==> src/rtl/led_cube_pkg.sv <==
// Shared definitions for the LED cube frame buffer: sync marker, frame size, parser states.
// Latency: n/a (package only).
// Backpressure: n/a (package only).
package led_cube_pkg;

    localparam logic [7:0] SYNC_BYTE_DEF = 8'hA5;
    localparam int         FRAME_BYTES   = 64;

    typedef enum logic [1:0] {
        ST_IDLE      = 2'd0,
        ST_MODE      = 2'd1,
        ST_DATA      = 2'd2,
        ST_WAIT_SWAP = 2'd3
    } parser_state_t;

endpackage

==> src/rtl/led_cube_frame_ram.sv <==
// 128x8 simple dual-port image RAM: one write port, one registered read port; addr[6] selects the bank.
// Latency: write lands on the clock edge; read data appears one cycle after its address.
// Backpressure: none; both ports accept every cycle.
// Ports: clk/rst, we/waddr/wdata (write), raddr -> rdata (registered read, cleared by reset).
module led_cube_frame_ram (
    input  logic       clk,
    input  logic       rst,
    input  logic       we,
    input  logic [6:0] waddr,
    input  logic [7:0] wdata,
    input  logic [6:0] raddr,
    output logic [7:0] rdata
);

    logic [7:0] mem [0:127];

    // Storage is deliberately not reset; contents are only meaningful once a frame has been swapped in.
    always_ff @(posedge clk) begin
        if (we) begin
            mem[waddr] <= wdata;
        end
    end

    always_ff @(posedge clk or posedge rst) begin
        if (rst) begin
            rdata <= 8'h00;
        end else begin
            rdata <= mem[raddr];
        end
    end

endmodule

==> src/rtl/led_cube_frame_buffer.sv <==
// Parses SYNC/MODE/64-byte frames from the UART into a back buffer and swaps it to the front at scan-frame end.
// Latency: rd_data one cycle after {rd_layer, rd_row}; a completed frame shows after the next scan_frame_end.
// Backpressure: none upstream; bytes arriving while a swap is pending are dropped and counted in overrun_count.
// Ports: clock_sink_clk/reset_sink_reset; byte_in/byte_valid (UART); scan_frame_end, rd_layer, rd_row -> rd_data (scanner);
//        mode, frame_count, overrun_count, timeout_count, busy (status).
module led_cube_frame_buffer
    import led_cube_pkg::*;
#(
    parameter logic [7:0] SYNC_BYTE      = SYNC_BYTE_DEF,
    parameter int         TIMEOUT_CYCLES = 1_000_000
) (
    input  logic       clock_sink_clk,
    input  logic       reset_sink_reset,
    input  logic [7:0] byte_in,
    input  logic       byte_valid,
    input  logic       scan_frame_end,
    input  logic [2:0] rd_layer,
    input  logic [2:0] rd_row,
    output logic [7:0] rd_data,
    output logic [3:0] mode,
    output logic [7:0] frame_count,
    output logic [7:0] overrun_count,
    output logic [7:0] timeout_count,
    output logic       busy
);

    localparam int TW = $clog2(TIMEOUT_CYCLES + 1);

    parser_state_t state, state_nxt;

    logic          buf_sel;       // bank currently shown to the scanner
    logic [5:0]    idx;           // next payload index, layer*8 + row
    logic [3:0]    pending_mode;
    logic [TW-1:0] idle_cnt;

    logic ram_we;
    logic latch_mode;
    logic do_swap;
    logic ovr_inc;
    logic to_inc;
    logic timed_out;

    // This cycle would be the TIMEOUT_CYCLES-th consecutive one without a byte.
    assign timed_out = (idle_cnt == TW'(TIMEOUT_CYCLES - 1)) && !byte_valid;

    always_ff @(posedge clock_sink_clk or posedge reset_sink_reset) begin
        if (reset_sink_reset) begin
            state <= ST_IDLE;
        end else begin
            state <= state_nxt;
        end
    end

    always_comb begin
        state_nxt  = state;
        ram_we     = 1'b0;
        latch_mode = 1'b0;
        do_swap    = 1'b0;
        ovr_inc    = 1'b0;
        to_inc     = 1'b0;
        case (state)
            ST_IDLE: begin
                if (byte_valid && (byte_in == SYNC_BYTE)) begin
                    state_nxt = ST_MODE;
                end
            end
            ST_MODE: begin
                if (byte_valid) begin
                    latch_mode = 1'b1;
                    state_nxt  = ST_DATA;
                end else if (timed_out) begin
                    to_inc    = 1'b1;
                    state_nxt = ST_IDLE;
                end
            end
            ST_DATA: begin
                // Payload is taken verbatim: a SYNC value here is just pixel data.
                if (byte_valid) begin
                    ram_we = 1'b1;
                    if (idx == 6'(FRAME_BYTES - 1)) begin
                        state_nxt = ST_WAIT_SWAP;
                    end
                end else if (timed_out) begin
                    to_inc    = 1'b1;
                    state_nxt = ST_IDLE;
                end
            end
            ST_WAIT_SWAP: begin
                // A byte arriving here is always dropped, even alongside the swap.
                ovr_inc = byte_valid;
                if (scan_frame_end) begin
                    do_swap   = 1'b1;
                    state_nxt = ST_IDLE;
                end
            end
            default: begin
                state_nxt = ST_IDLE;
            end
        endcase
    end

    always_ff @(posedge clock_sink_clk or posedge reset_sink_reset) begin
        if (reset_sink_reset) begin
            buf_sel       <= 1'b0;
            idx           <= 6'd0;
            pending_mode  <= 4'd0;
            mode          <= 4'd0;
            idle_cnt      <= '0;
            frame_count   <= 8'd0;
            overrun_count <= 8'd0;
            timeout_count <= 8'd0;
        end else begin
            if (latch_mode) begin
                pending_mode <= byte_in[3:0];
                idx          <= 6'd0;
            end else if (ram_we) begin
                idx <= idx + 6'd1;
            end

            if (byte_valid || to_inc || !((state == ST_MODE) || (state == ST_DATA))) begin
                idle_cnt <= '0;
            end else begin
                idle_cnt <= idle_cnt + TW'(1);
            end

            if (do_swap) begin
                buf_sel     <= ~buf_sel;
                mode        <= pending_mode;
                frame_count <= frame_count + 8'd1;
            end

            if (ovr_inc && (overrun_count != 8'hFF)) begin
                overrun_count <= overrun_count + 8'd1;
            end

            if (to_inc && (timeout_count != 8'hFF)) begin
                timeout_count <= timeout_count + 8'd1;
            end
        end
    end

    assign busy = (state != ST_IDLE);

    // Writes target the hidden bank, reads the shown one; the swap edge flips both at once.
    led_cube_frame_ram u_ram (
        .clk   (clock_sink_clk),
        .rst   (reset_sink_reset),
        .we    (ram_we),
        .waddr ({~buf_sel, idx}),
        .wdata (byte_in),
        .raddr ({buf_sel, rd_layer, rd_row}),
        .rdata (rd_data)
    );

endmodule
==> config.mk <==
export PLATFORM = sky130hd
export DESIGN_NAME = led_cube_frame_buffer
export DESIGN_NICKNAME = d
export VERILOG_FILES = /design/src/rtl/led_cube_pkg.sv /design/src/rtl/led_cube_frame_ram.sv /design/src/rtl/led_cube_frame_buffer.sv
export SDC_FILE = /design/constraint.sdc
export NUM_CORES = 1
export LEC_CHECK = 0
export CORE_ASPECT_RATIO = 1.25
export CORE_MARGIN = 5
export CORE_UTILIZATION = 30
export DETAILED_ROUTE_END_ITERATION = 8
export GPL_TIMING_DRIVEN = 0
export RECOVER_POWER = 25
export SKIP_CTS_REPAIR_TIMING = 1
export SLEW_MARGIN = 20
export SYNTH_ARGS = -nofsm -noshare
export SYNTH_HDL_FRONTEND = slang
export SYNTH_SLANG_ARGS = --single-unit
==> constraint.sdc <==
create_clock -name clock_sink_clk -period 5.2 [get_ports clock_sink_clk]
set_input_delay 1.04 -clock clock_sink_clk [delete_from_list [all_inputs] [get_ports clock_sink_clk]]
set_output_delay 1.04 -clock clock_sink_clk [all_outputs]
set_load 0.02 [all_outputs]
# == Yosys cells after proc, flatten, opt, wreduce, memory -nomap -nowiden ==
# Memories as Yosys holds them, arrays and structs flattened. A register that Yosys moved wholly into a read port is not among the register bits.
# Cells that the tools add are included.
# totals
ram_bits,1024
out_inout_bits,37
n_memories,1
regBits,61
in_bits,18
# classes
reduce_logical,14
bitwise_logic,1
n_addsub,5
mux,21
eq_ne,11
# memory_table
name,depth,word_bits,rd,rd_ports_with_merged_regs,write_ports,line_no,source
u_ram.mem,128,8,1,1,1,led_cube_frame_ram.sv:15,logic [7:0] mem [0:127];
# op_table
operator,n
"8-bit by 1-bit adder with 8-bit output, second input constant",3
"20-bit by 1-bit adder with 20-bit output, second input constant",1
"20-bit equality test, second input constant",1
20-bit two-way mux,1
"8-bit inequality test, second input constant",2
2-bit two-way mux,6
6-bit two-way mux,2
1-bit two-way mux,11
"8-bit equality test, second input constant",1
2-bit case mux with 4 select lines,1
"6-bit by 1-bit adder with 6-bit output, second input constant",1
"6-bit equality test, second input constant",1
"2-bit equality test, second input constant",2
1-bit logical AND,4
"2-bit inequality test, second input constant",2
2-bit nonzero test,2
1-bit logical OR,3
"3-bit inequality test, second input constant",1
3-bit AND reduction,1
"2-bit by 1-bit equality test with 1-bit output, second input constant",1
1-bit logical NOT,2
2-bit logical NOT,1
2-bit OR reduction,1
1-bit NOT,1

# == Longest topological paths before layout ==
# Gate-level depths: netlist (run 1).
# logic_depth
ltp_word,8
depth_mapped,7
ltp_nobuf,7

# == Cells and area by module ==
# Synthesis (run 1) repeated with hierarchy kept, for this count alone.
# unflattened
hier_cells,1920
hier_area_um2,42726.0
# by_module_without_submodules
module,n_inst,seq_area_each_um2,area_per_inst_um2,cells_per_inst
led_cube_frame_ram,1,30949.7,39705.6,1636
led_cube_frame_buffer,1,1526.5,3020.4,284

# == Worst setup path after synthesis (run 1) ==
# OpenSTA, ideal clock, no wires.
# synth_timing
path_type,input to register
startpoint,input rd_row[0]
endpoint,"register u_ram.rdata[0], read port of u_ram.mem"
path_buffers,2
required_time_ns,5.075
cell_stages,6
setup_slack_ns,1.650
arrival_time_ns,3.426
cell_sequence,clkbuf_1 -> clkbuf_1 -> mux4_2 -> mux4_2 -> mux4_2 -> mux2_2
# synth_lines
item,line_no,source
from (decl),led_cube_frame_buffer.sv:18,"input logic [2:0] rd_row,"
to (decl),led_cube_frame_ram.sv:12,output logic [7:0] rdata

# == Final worst setup path (run 1) ==
# layout_timing
startpoint,input byte_in[5]
endpoint,register state[0]
# layout_between
elab_chain_cells,4
# layout_rtl
item,line_no,source
from (decl),led_cube_frame_buffer.sv:14,"input logic [7:0] byte_in,"
8-bit equality test,led_cube_frame_buffer.sv:63,if (byte_valid && (byte_in == SYNC_BYTE)) begin
1-bit logical AND,led_cube_frame_buffer.sv:63,
2-bit inequality test (no source line),n/a,
3-bit AND reduction (no source line),n/a,
to (signal assigned),led_cube_frame_buffer.sv:50,state <= state_nxt;
to (decl),led_cube_frame_buffer.sv:29,"parser_state_t state, state_nxt;"
# No other way between the ends.
# A chain may end at the register's enable or synchronous reset.

==> results of run 1 <==
area by class of cell:
type,instances,area (um2),area share
multi-input cells,701,9592,0.1957
repair buffers,56,660.6,0.01348
flip-flops and latches,1093,32480,0.6624
inverters,10,38.79,0.0007912
well taps,1872,2342,0.04778
clock buffers,125,2745,0.05600
diodes,4,10.01,0.0002042
plain buffers,96,415.4,0.008473
clock inverters,70,744.5,0.01519
worst paths after layout:
kind,start,end,depth (start not counted)
max in group asynchronous,reset_sink_reset,u_ram.rdata[3],3
min in group asynchronous,reset_sink_reset,frame_count[2],2
min reg2reg,frame_count[7],frame_count[7],1
max reg2reg,state[0],u_ram.mem[41][1],7
min,frame_count[7],frame_count[7],1
max,byte_in[5],state[0],6
cell families after synthesis:
kind of cell | synth area share
buf+inv | 0.01048
mux | 0.1820
xor+xnor | 0.008859
compound gates | 0.002590
simple gates | 0.02925
flops | 0.7639
fa+ha+maj | 0.002943
through the flow:
stage          setup slack (ns)    util  cells  TNS [ns]  hold WS [ns]
2_1_floorplan             1.650       -   1900         0        0.4401
3_3_place_gp             -1.521  0.3218   3819   -660.24        0.4645
3_5_place_dp             0.5527  0.3236   3828         0        0.4711
4_1_cts                   1.307  0.3484   4023         0        0.4907
5_1_grt                  0.6885  0.3480   4025         0        0.5163
6_report                 0.9989  0.3481   4027         0        0.4826
flip-flops by register name, summed over array words and instances, names as in the netlist:
signal	count
buf_sel	1
idx	6
idle_cnt	20
state	2
overrun_count	8
u_ram.mem	1024
mode	4
frame_count	8
timeout_count	8
u_ram.rdata	8
pending_mode	4
per-layer routing:
| layer | routed length, um | global-route usage |
|---|---|---|
| met1 | 38640 | 0.1679 |
| met2 | 55850 | 0.2486 |
| met3 | 6156 | 0.02061 |
| met4 | 3232 | 0.04819 |
| met5 | 0 | 0 |
where the power goes:
group	internal, W	switching (W)
clock network	0.00439	0.00331
registers	0.00973	0.0000873
logic	0.000583	0.000905
total	0.0147	0.00430
worst reg2reg max path, stage by stage (launching register included):
cell and delay (ns):
dfrtp_1 0.40, inv_1 0.14, ha_1 0.33, and2_1 0.19, clkbuf_1 0.49, nand3_1 0.39
clkbuf_2 0.54, nor2_1 0.77
cells in the final DEF (no fill, tap or decap), types with 13 or more instances in the layout:
cell,n
buf_1,15
buf_2,23
clkbuf_1,74
clkbuf_16,107
clkdlybuf4s50_1,38
clkinv_1,20
clkinv_2,21
dfrtp_1,69
edfxtp_1,1024
mux2_2,15
mux4_2,336
nand2_1,40
nand3_1,23
nand4_1,13
nor2_1,161
xnor2_1,26
xor2_1,17
==> out/metrics.yaml, run 1 <==
status:
  outcome: "finished, violations left"
  violations: "max-capacitance violations, max-slew violations"
worst_setup_path:
  critical_path_arrival_ns: 4.79
  end_kind: "flop"
  slowest_delay_ns: 2.26
  crit_chain: "clkbuf_1 > nor4bb_1 > nand4b_1 > a221o_1 > o21ba_2 > o22ai_1"
  critPathTopFamily: "buffers and inverters"
  cp_max_fo: 66
  critical_path_buf_inv_count: 1
  reg2reg_slack_ns: 1.53
  worstSetupPathType: "input port to flop"
  worstSetupStartpointType: "input port"
  crit_slowest_cell: "clkbuf_1"
  crit_required_ns: 5.79
clocking:
  cts_made_buffers: 105
  clk_pin_slew_ns: 0.07
  clock_sinks: 1093
  cts_htree_levels: 3
  clock_path_buffers: 3
  cts_root_buf: "clkbuf_16"
  clk_latency_ns: 0.71
  cts_tree: "yes"
logic_synthesis:
  yosys.area.top_type_share: 0.7233
  ys_warn_count: 0
  synth_flop_cell: "edfxtp_1"
  syn-num-nets: 1928
  ys_top_cells_by_area: "edfxtp_1 72%, mux4_2 18%, dfrtp_1 4.1%"
  syn_inst: 1900
  synth_area_leader_cell: "edfxtp_1"
  synthesis.area_mm2: 0.04251
  synth_common_cells: "1024 x edfxtp_1, 336 x mux4_2, 161 x nor2_1"
  avgSynthCellArea_um2: 22.38
  async_flop_share: 0.06313
  synth_edf_count: 1024
  yosysSeqAreaShare: 0.7639
  synth_most_common_cell: "edfxtp_1"
  post_synth_num_cell_types: 39
  yosys_register_bits: 1093
sta:
  setup_violations: 0
  relSlewSlack: -1.205
  drv_slew: 479
  rsz0062_at_grt: "false"
  fin_crit_sh: 0.8079
  finalClockSkew_ns: 0.06448
  max_freq_mhz: 238.0
  fin_crit_ns: 4.201
  tightest_slew_ns: 3.307
  finalHoldViolCount: 0
floorplanning:
  ios: 55
  start_util: 0.3018
  fp-row-count: 154
  coreArea_mm2: 0.1409
  die_h_um: 430.9
  fp.dieArea_mm2: 0.1494
  die_w_um: 346.7
routing:
  wl_per_cell_um: 25.80
  drtAntennaViolNets: 0
  viasPerCell: 4.942
  num_vias: 19902
  drtPass1Iterations: 5
  drc: 0
  drt-initial-drc-count: 1971
  wl_um: 103900
power:
  p_leak_nw: 15.04
  vdd_ir_drop_max_v: 0.0002563
  powerDensity_mw_per_mm2: 387.7
  power.total_w: 0.01901
grt:
  first_global_vias: 21114
  grt_pass1_wl_um: 150900
  antenna_found_initial: 3
  track_usage: 0.1376
  grt_start_max_net_pins: 91
  globalRoute.totalOverflow: 0
placement:
  routabilityCongestion: 0.8593
  place_hpwl_um: 70060
  portBuffers: 47
  place_area_mm2: 0.04559
final_layout:
  drive_gt1_frac: 0.2599
  nFillCells: 12828
  final_cell_area_mm2: 0.04902
  nNetsFinal: 2091
  syn2layout_area_growth_pct: 15.32
min_path:
  hold_class: "flop to flop"
run:
  cap_violations: 9
(Power assumes the default switching activity.)
==> run 2, diff against run 1 <==
clock period = 3.8 ns   (was 5.2 ns; I/O delays follow)
==> run 2 against run 1 <==
  * The run still ends with max-capacitance violations, max-slew violations left
  * Die area did not move
  * Largest cell class unchanged
  * Utilization barely moved
  * Combinational power rose by 37%
  * Routed wire length barely moved
  * Sequential power rose by 36%
  * Sequential share of layout area barely moved
  * Register-to-register slack got worse by 1.4 ns
  * Highest routed layer unchanged
  * Cell area barely moved
  * Critical path type is now flop to flop
  * Sequential cell count did not move
==> out/metrics.yaml, run 2 (same netlist as run 1, synthesis figures left out) <==
run:
  cap_violations: 8
sta:
  max_freq_mhz: 270.1
  fin_crit_sh: 0.9742
  fin_crit_ns: 3.702
  finalHoldViolCount: 0
  drv_slew: 414
  rsz0062_at_grt: "false"
  finalSetupTns_ns: 0
  relSlewSlack: -1.144
  setup_violations: 0
  tightest_slew_ns: 3.216
  finalClockSkew_ns: 0.06648
  timing.final.ws_setup_ns: 0.09802
  hold_slack_ns: 0.4826
min_path:
  hold_end: "frame_count[7]"
  whs_path_depth: 1
  hold_class: "flop to flop"
  worstHoldStart: "frame_count[7]"
final_layout:
  layout_commonest_cell: "edfxtp_1"
  largest_reg_flops: 1024
  drive_gt1_frac: 0.2622
  nNetsFinal: 2091
  nFillCells: 12825
  syn2layout_area_growth_pct: 15.31
  reg_top3: "u_ram.mem x1024, idle_cnt x20"
  final_cell_area_mm2: 0.04902
  most-common-layout-cells: "1024 x edfxtp_1, 336 x mux4_2, 157 x nor2_1"
  regMostFlops: "u_ram.mem"
worst_setup_path:
  reg2reg_slack_ns: 0.1
  timing.rr.end: "u_ram.mem[89][6]"
  worstSetupPathType: "flop to flop"
  reg2reg_from: "state[0]"
  worstSetupStartpointType: "flop"
  cp_max_fo: 10
  critical_path_arrival_ns: 4.03
  end_kind: "flop"
  rr_worst_depth: 7
  crit_required_ns: 4.13
placement:
  place_area_mm2: 0.04559
  dp_worst_setup_slack_ns: -0.5673
  place_hpwl_um: 70060
  portBuffers: 47
  routabilityCongestion: 0.8593
grt:
  first_global_vias: 21114
  globalRoute.totalOverflow: 0
  antenna_found_initial: 3
  grt_pass1_wl_um: 150900
  grt_start_max_net_pins: 91
  track_usage: 0.1376
status:
  outcome: "finished, violations left"
  violations: "max-capacitance violations, max-slew violations"
floorplanning:
  die_w_um: 346.7
  fp.dieArea_mm2: 0.1494
  fp-row-count: 154
  die_h_um: 430.9
  coreArea_mm2: 0.1409
  start_util: 0.3018
  ios: 55
clocking:
  clk_pin_slew_ns: 0.07
  clk_latency_ns: 0.71
  cts_made_buffers: 105
  clock_path_buffers: 3
  cts_root_buf: "clkbuf_16"
  clock_sinks: 1093
  cts_htree_levels: 3
  cts_tree: "yes"
routing:
  drtAntennaViolNets: 0
  viasPerCell: 4.964
  drt-initial-drc-count: 1998
  wl_per_cell_um: 25.81
  num_vias: 19990
  drtPass1Iterations: 5
  drc: 0
  wl_um: 104000
power:
  power.total_w: 0.02602
  vdd_ir_drop_max_v: 0.0003457
  powerDensity_mw_per_mm2: 530.9
  p_leak_nw: 15.04
run 2: cell types whose count changed in the layout (fill, tap and decap cells not counted):
cell	previous run	this run
nor2_1	161	157
nor2_2	0	4
buf_16	8	7
buf_6	1	2
clkbuf_1	74	73
clkbuf_4	0	1
run 2: how the worst max path moves through the flow:
stage,from,to,slack [ns],cells past startpoint
6_report,state[0],u_ram.mem[89][6],0.1,7
3_3_place_gp,byte_in[2],state[0],-2.64,6
5_1_grt,state[0],u_ram.mem[89][4],0.004,7
2_1_floorplan,rd_row[0],u_ram.rdata[0],0.53,6
3_5_place_dp,rd_row[0],u_ram.rdata[1],-0.57,7
4_1_cts,state[0],u_ram.mem[41][1],0.16,7
run 2: final cells by class:
cell class | count | area, um2 | share of cell area
clock inverter | 70 | 744.5 | 0.01519
tap | 1872 | 2342 | 0.04778
clock buffer | 125 | 2745 | 0.05600
buffer | 96 | 415.4 | 0.008474
multi-input combinational | 701 | 9602 | 0.1959
sequential | 1093 | 32480 | 0.6625
timing repair buffer | 56 | 648.1 | 0.01322
inverter | 10 | 38.79 | 0.0007912
antenna | 4 | 10.01 | 0.0002042
run 2: metrics by stage:
| stage | util | instances |
|---|---|---|
| finish | 0.3480 | 4027 |
| global route | 0.3480 | 4025 |
| CTS | 0.3484 | 4023 |
| detailed placement | 0.3236 | 3828 |
| global placement | 0.3218 | 3819 |
| floorplan | - | 1900 |
run 2: critical path: stages, from the launching register on:
cell and delay [ns]:
dfrtp_1 0.40, inv_1 0.14, ha_1 0.33, and2_1 0.19, clkbuf_1 0.51, nand3_1 0.40, clkbuf_2 0.56, nor2_1 0.78
run 2: metal layers:
layer  global-route usage  up-vias  part of all wire
met5                    0        -                 0
met4              0.04819        0             0.031
met3              0.02061      133             0.058
met2               0.2486      748              0.54
met1               0.1679    10847              0.37
li1                     -     8262                 -
run 2: power by group:
part           total, W  internal (W)  switching, W
Sequential       0.0134        0.0133      0.000122
Clock            0.0106       0.00601       0.00454
Combinational   0.00204      0.000795       0.00124
